==> src/rtl/point_encode_pkg.sv <==
// point_encode_pkg: field constants and FSM states shared by the Ed25519 encode path.
package point_encode_pkg;
  localparam int FW = 255;
  localparam int MULT_LAT = 13;
  localparam logic [FW-1:0] P_MOD = {{247{1'b1}}, 8'hED};
  localparam logic [FW-1:0] P_MINUS_2 = {{247{1'b1}}, 8'hEB};
  typedef enum logic [2:0] {IDLE, INV, MULXY, CANON, OUTP, ERR} state_e;
endpackage

==> src/rtl/point_encode_canon.sv <==
// fe_canon: reduces a value below 2^255 into [0, p).
module fe_canon
  import point_encode_pkg::*;
(
  input  logic [FW-1:0] a_i,
  output logic [FW-1:0] r_o
);
  assign r_o = (a_i >= P_MOD) ? a_i - P_MOD : a_i;
endmodule

==> src/rtl/point_encode.sv <==
// point_encode: projective (X,Y,Z) to Ed25519 encoding via Fermat inversion on a shared multiplier.
module point_encode
  import point_encode_pkg::*;
(
  input  logic          clk,
  input  logic          rst,
  input  logic          enc_start,
  input  logic [FW-1:0] enc_x_in,
  input  logic [FW-1:0] enc_y_in,
  input  logic [FW-1:0] enc_z_in,
  output logic          enc_ready,
  output logic          enc_mult_active,
  output logic [FW:0]   enc_mult_in_0,
  output logic [FW:0]   enc_mult_in_1,
  input  logic [FW-1:0] enc_mult_out,
  output logic          enc_done,
  output logic          enc_error,
  output logic [FW:0]   enc_point
);
  localparam logic [3:0] LAT = 4'(MULT_LAT);
  localparam logic [3:0] LAT1 = 4'(MULT_LAT + 1);
  state_e state_q, state_d;
  logic [FW-1:0] x_q, x_d, y_q, y_d, z_q, z_d, acc_q, acc_d, op_a, op_b, x_c, y_c;
  logic [7:0] k_q, k_d;
  logic [3:0] w_q, w_d;
  logic sq_q, sq_d, done_q, done_d, err_q, err_d;
  logic [FW:0] point_q, point_d;
  fe_canon u_canon_x (.a_i(x_q), .r_o(x_c));
  fe_canon u_canon_y (.a_i(y_q), .r_o(y_c));
  always_comb begin
    state_d = state_q;
    x_d = x_q;
    y_d = y_q;
    z_d = z_q;
    acc_d = acc_q;
    k_d = k_q;
    w_d = w_q;
    sq_d = sq_q;
    done_d = 1'b0;
    err_d = 1'b0;
    point_d = point_q;
    op_a = '0;
    op_b = '0;
    case (state_q)
      IDLE: if (enc_start) begin
        x_d = enc_x_in;
        y_d = enc_y_in;
        z_d = enc_z_in;
        acc_d = enc_z_in;
        k_d = 8'd253;
        sq_d = 1'b1;
        w_d = '0;
        state_d = (enc_z_in == '0 || enc_z_in == P_MOD) ? ERR : INV;
      end
      // square-and-multiply, MSB first; each op waits out the full multiplier latency
      INV: begin
        w_d = w_q + 4'd1;
        op_a = (w_q == '0) ? acc_q : '0;
        op_b = (w_q == '0) ? (sq_q ? acc_q : z_q) : '0;
        if (w_q == LAT) begin
          acc_d = enc_mult_out;
          w_d = '0;
          if (sq_q && P_MINUS_2[k_q]) sq_d = 1'b0;
          else begin
            sq_d = 1'b1;
            k_d = k_q - 8'd1;
            if (k_q == '0) state_d = MULXY;
          end
        end
      end
      MULXY: begin
        w_d = w_q + 4'd1;
        op_a = (w_q == 4'd0) ? x_q : (w_q == 4'd1) ? y_q : '0;
        op_b = (w_q < 4'd2) ? acc_q : '0;
        if (w_q == LAT) x_d = enc_mult_out;
        if (w_q == LAT1) begin
          y_d = enc_mult_out;
          state_d = CANON;
        end
      end
      CANON: begin
        point_d = {x_c[0], y_c};
        done_d = 1'b1;
        state_d = OUTP;
      end
      OUTP: state_d = IDLE;
      ERR: begin
        point_d = '0;
        done_d = 1'b1;
        err_d = 1'b1;
        state_d = IDLE;
      end
      default: state_d = IDLE;
    endcase
  end
  always_ff @(posedge clk) begin
    if (rst) begin
      state_q <= IDLE;
      x_q <= '0;
      y_q <= '0;
      z_q <= '0;
      acc_q <= '0;
      k_q <= '0;
      w_q <= '0;
      sq_q <= 1'b0;
      done_q <= 1'b0;
      err_q <= 1'b0;
      point_q <= '0;
    end else begin
      state_q <= state_d;
      x_q <= x_d;
      y_q <= y_d;
      z_q <= z_d;
      acc_q <= acc_d;
      k_q <= k_d;
      w_q <= w_d;
      sq_q <= sq_d;
      done_q <= done_d;
      err_q <= err_d;
      point_q <= point_d;
    end
  end
  assign enc_ready = state_q == IDLE;
  assign enc_mult_active = state_q == INV || state_q == MULXY;
  assign enc_mult_in_0 = {1'b0, op_a};
  assign enc_mult_in_1 = {1'b0, op_b};
  assign enc_done = done_q;
  assign enc_error = err_q;
  assign enc_point = point_q;
endmodule
==> config.mk <==
export PLATFORM = sky130hd
export DESIGN_NAME = point_encode
export DESIGN_NICKNAME = d
export VERILOG_FILES = /design/src/rtl/point_encode_pkg.sv /design/src/rtl/point_encode_canon.sv /design/src/rtl/point_encode.sv
export SDC_FILE = /design/constraint.sdc
export NUM_CORES = 2
export LEC_CHECK = 0
export BUFFER_PORTS_ARGS = -buffer_cell sky130_fd_sc_hd__buf_4
export CAP_MARGIN = 20
export CORE_AREA = 2 2 692 694
export DETAILED_ROUTE_END_ITERATION = 8
export DIE_AREA = 0 0 694 696
export GPL_ROUTABILITY_DRIVEN = 0
export HOLD_SLACK_MARGIN = 0.08
export MAX_ROUTING_LAYER = met4
export PLACE_DENSITY = 0.35
export SETUP_SLACK_MARGIN = 0.02
export SLEW_MARGIN = 10
export SYNTH_ARGS = -nofsm -noshare
export SYNTH_HDL_FRONTEND = slang
export SYNTH_SLANG_ARGS = --single-unit
==> constraint.sdc <==
create_clock -name clk -period 2.9 [get_ports clk]
set_clock_uncertainty 0.05 [all_clocks]
set_input_delay 0.29 -clock clk [delete_from_list [all_inputs] [get_ports clk]]
set_output_delay 0.29 -clock clk [all_outputs]
set_load 0.1 [all_outputs]
==> flow_summary.yaml <==
critical_path:
  crit_type: "register to register"
  critPathSlowestCell: "dfxtp_1"
  cp_slowest_stage_delay_ns: 0.62
  start_kind: "register"
  worst_ep_arrival_time_ns: 4.47
  critPathMaxFanout: 20
  r2r-start: "y_q[98]$_SDFFE_PP0P_"
  worstPathCellList: "nand4_1 > nor4_2 > buf_4 > nand4_1 > nor3_2 > buf_4 > o2111ai_4 > buf_12 > buf_12 > a32o_1"
  reg2reg_slack_ns: -0.87
  path_buf_inv: 4
  crit_family: "simple AND/OR/NAND/NOR gates"
  r2r-end: "enc_point[208]$_SDFFE_PP0P_"
  end_kind: "register"
  cp_data_required_time_ns: 3.60
  rr_worst_depth: 10
routing:
  routedWlPerCell_microns: 37.8
  num_vias: 79400
  vias_per_cell: 4.59
  final_antenna_net_count: 0
  drt-pass1-iter-count: 6
  finalWirelength_microns: 655000
  drt_iter0_drc: 7082
  drc: 0
synthesis:
  yosysWarningCount: 0
  synth_cell_type_count: 56
  yosysTopAreaCell: "dfxtp_1"
  yosys-top-cells-area: "dfxtp_1, nand2_1, a211oi_1"
  synthFlopType: "dfxtp_1"
  synth_cells: 7487
  async_reset_ff_frac: 0
  synth_edf_count: 0
  netlist_area_sq_um: 59600
  synth_seq_area_share: 0.435
  ys_ff_latch: 1295
  avgSynthCellArea_sq_um: 7.96
  yosysTopAreaCellShare: 0.435
power:
  combinationalPowerShare: 0.363
  intPower_mw: 42.0
  clockPowerShare: 0.333
  p_sw_mw: 30.2
  swShare: 0.419
  ir_drop_uv: 469
  p_leak_nw: 43.8
  cellPowerDensity_nw_per_um2: 651
  total_power_mw: 72.2
  pwr-share-seq: 0.304
sta:
  slew_headroom: 0.257
  finalCritPeriodShare: 1.30
  clock.fmax_mhz: 265
  hold_viol_final: 0
  finalCriticalPeriod_ns: 3.77
  worst_pin_slew_ns: 1.11
  worst_slack_ns: -0.870
  finalSetupViolations: 777
  drv_slew: 0
  rsz0062_at_grt: "true"
floorplanning:
  fp.dieH_microns: 696
  die_w_microns: 694
  pin_count: 1795
  dieArea_sq_um: 483000
  coreArea_sq_um: 476000
  placementRows: 254
  initial_core_util: 0.125
layout:
  fillerInstances: 52400
  utilization: 0.233
  nNetsFinal: 11800
  fin_cells: 17300
  multi_input_area_sq_um: 34400
  area_growth_pct: 86.1
  regArea_sq_um: 25900
  drive_gt1_frac: 0.330
global_routing:
  grtUsageTotal: 0.263
  grt_first_pass_wirelength_microns: 818000
  grt.overflow.total: 0
  grt_pass1_vias: 77800
  grt_max_degree: 125
  antenna_found_initial: 208
placed_design:
  portBuffers: 1792
  dp_hpwl_microns: 532000
  place_inst: 15700
clock_tree:
  clk_pin_slew_worst_paths_ns: 0.06
  cts-root-buf: "clkbuf_16"
  cts_tree: "built"
  worstSkewPairLatency_ns: 0.93
  clock-sinks: 1295
  ctsLongestPathBuffers: 4
  cts-buffers-inserted: 183
  h-tree-depth: 4
min_path:
  hold_path_end: "acc_q[18]$_SDFFE_PP0P_"
  hp-class: "input port to register"
  worstHoldStart: "enc_mult_out[18]"
  min_path_cells: 4
job:
  max_cap_violations: 0
status:
  status: "finished, violations left"
  violations: "setup timing"
==> synthesized netlist by cell type, types with 2 or more instances <==
cell / instances
dfxtp_1: 1295
and4_1: 2
a21boi_0: 2
buf_1: 27
nand2b_1: 2
nand4bb_1: 2
nand2_1: 1299
clkbuf_1: 667
nand4_1: 273
a22oi_1: 256
nor2_1: 786
and3_1: 256
a21oi_1: 522
ha_1: 8
o21ai_1: 3
and2_1: 6
inv_1: 7
xnor2_1: 2
or3_1: 5
nand3_1: 8
mux2i_1: 8
nor3_1: 273
o211ai_1: 2
a211oi_1: 514
o21ai_0: 258
a311oi_1: 256
a32o_1: 253
and2_0: 2
a22o_1: 255
xor2_1: 7
nor4_1: 130
buf_4: 2
buf_2: 76
==> sequential cells by signal, summed over array words and instances, names as in the netlist, 3 cells and up, named ones only <==
| register | cells |
|---|---|
| state_q | 3 |
| acc_q | 255 |
| enc_point | 256 |
| k_q | 8 |
| w_q | 4 |
| z_q | 255 |
| x_q | 255 |
| y_q | 255 |
==> power groups by stage <==
stage | logic [mW] | registers [mW] | clock network [mW]
2_1_floorplan | 11.8 | 21.5 | 0
3_3_place_gp | 23.9 | 22.4 | 0
6_report | 26.2 | 22.0 | 24.0
5_1_grt | 27.2 | 22.1 | 25.1
3_5_place_dp | 23.9 | 22.3 | 0
4_1_cts | 25.7 | 22.0 | 24.5
==> logic make-up (layout without fill, tap and decap cells) <==
kind of cell,count (synthesis),in the layout,synth area share
buf+inv,780,4240,0.0509
mux,8,8,0.00134
simple gates,3056,3056,0.228
fa+ha+maj,8,8,0.00168
other cells,1,104,0.0000629
xor+xnor,9,9,0.00132
compound gates,2330,2330,0.282
flops,1295,1295,0.435
==> how the worst max path moves through the flow <==
stage                                        to  slack (ns)               startpoint  cells past startpoint
floorplan                     enc_mult_in_0[14]       -0.99  state_q[2]$_SDFFE_PP0P_                      7
global placement    enc_point[175]$_SDFFE_PP0P_       -2.20    y_q[254]$_SDFFE_PP0P_                      9
detailed placement  enc_point[169]$_SDFFE_PP0P_       -2.25    y_q[254]$_SDFFE_PP0P_                      9
CTS                  enc_point[81]$_SDFFE_PP0P_       -1.22    y_q[254]$_SDFFE_PP0P_                      9
global route        enc_point[108]$_SDFFE_PP0P_       -1.10    y_q[254]$_SDFFE_PP0P_                      9
finish              enc_point[208]$_SDFFE_PP0P_       -0.87     y_q[98]$_SDFFE_PP0P_                     10
==> routing by layer <==
metal	wire [microns]	up-vias	share of wire	track usage
met2	322000	3787	0.49	0.448
met4	36400	0	0.056	0.118
met1	258000	39900	0.39	0.302
li1	-	34700	-	-
met3	38700	1012	0.059	0.0419
met5	0	-	0	-
==> cell type report <==
class / count / area share
repair buffers: 3904 / 0.327
multi-input cells: 5413 / 0.310
flip-flops and latches: 1295 / 0.234
well taps: 6272 / 0.0707
clock buffers: 273 / 0.0487
clock inverters: 56 / 0.00684
diodes: 102 / 0.00230
inverters: 7 / 0.000259
==> cell usage in the layout, fill, tap and decap left out, types with 5 or more instances in the layout <==
cell           instances
buf_12               270
clkbuf_16            204
a22o_2               228
a22oi_1              254
nand3_1                8
nor4_2                31
dfxtp_4                5
a32o_1               253
o21ai_4              252
clkbuf_8              46
buf_6                  9
a211oi_1             514
and2_1                 6
nor2_1               783
inv_1                  5
nor3_1               261
bufinv_16             10
clkinv_16              5
a22o_1                 5
diode_2              102
nor3_2                11
and3_1               255
a21oi_1              521
mux2i_1                8
buf_16                17
a22o_4                22
dfxtp_1             1286
o21ai_0                7
or3_1                  5
buf_4               2426
clkinv_2              24
dlygate4sd3_1       1158
xor2_1                 7
nand2_1             1296
clkbuf_1              43
nand4_1              273
ha_1                   7
nor4_1                98
a311oi_1             256
==> through the flow <==
| step | hold WS (ns) | cell area (sq um) | setup WS [ns] | TNS (ns) |
|---|---|---|---|---|
| 2_1_floorplan | 0.376 | 62800 | -0.987 | -5.97 |
| 3_3_place_gp | 0.392 | 91200 | -2.20 | -534.97 |
| 3_5_place_dp | 0.397 | 91300 | -2.25 | -545.18 |
| 4_1_cts | 0.0837 | 109000 | -1.22 | -732.20 |
| 5_1_grt | 0.151 | 111000 | -1.10 | -610.80 |
| 6_report | 0.194 | 111000 | -0.870 | -473.70 |
==> worst reg2reg max path: cells and delay by family (launching register included) <==
kind	cells	cell delay (ns)
AOI/OAI and AO/OA	2	0.56
buffers and inverters	4	0.81
DFF	1	0.62
and+or+nand+nor	4	1.59
==> timing repair <==
action                                 in CTS  in global routing
buffers inserted                            6                 33
hold buffers                             1158                  0
resized for setup                          14                114
setup endpoints to repair                 768                808
pin swaps                                  23                 80
cloned                                      7                 21
endpoints found under the hold margin    1038                  0
Note: power is estimated with default switching activity, not from simulation.
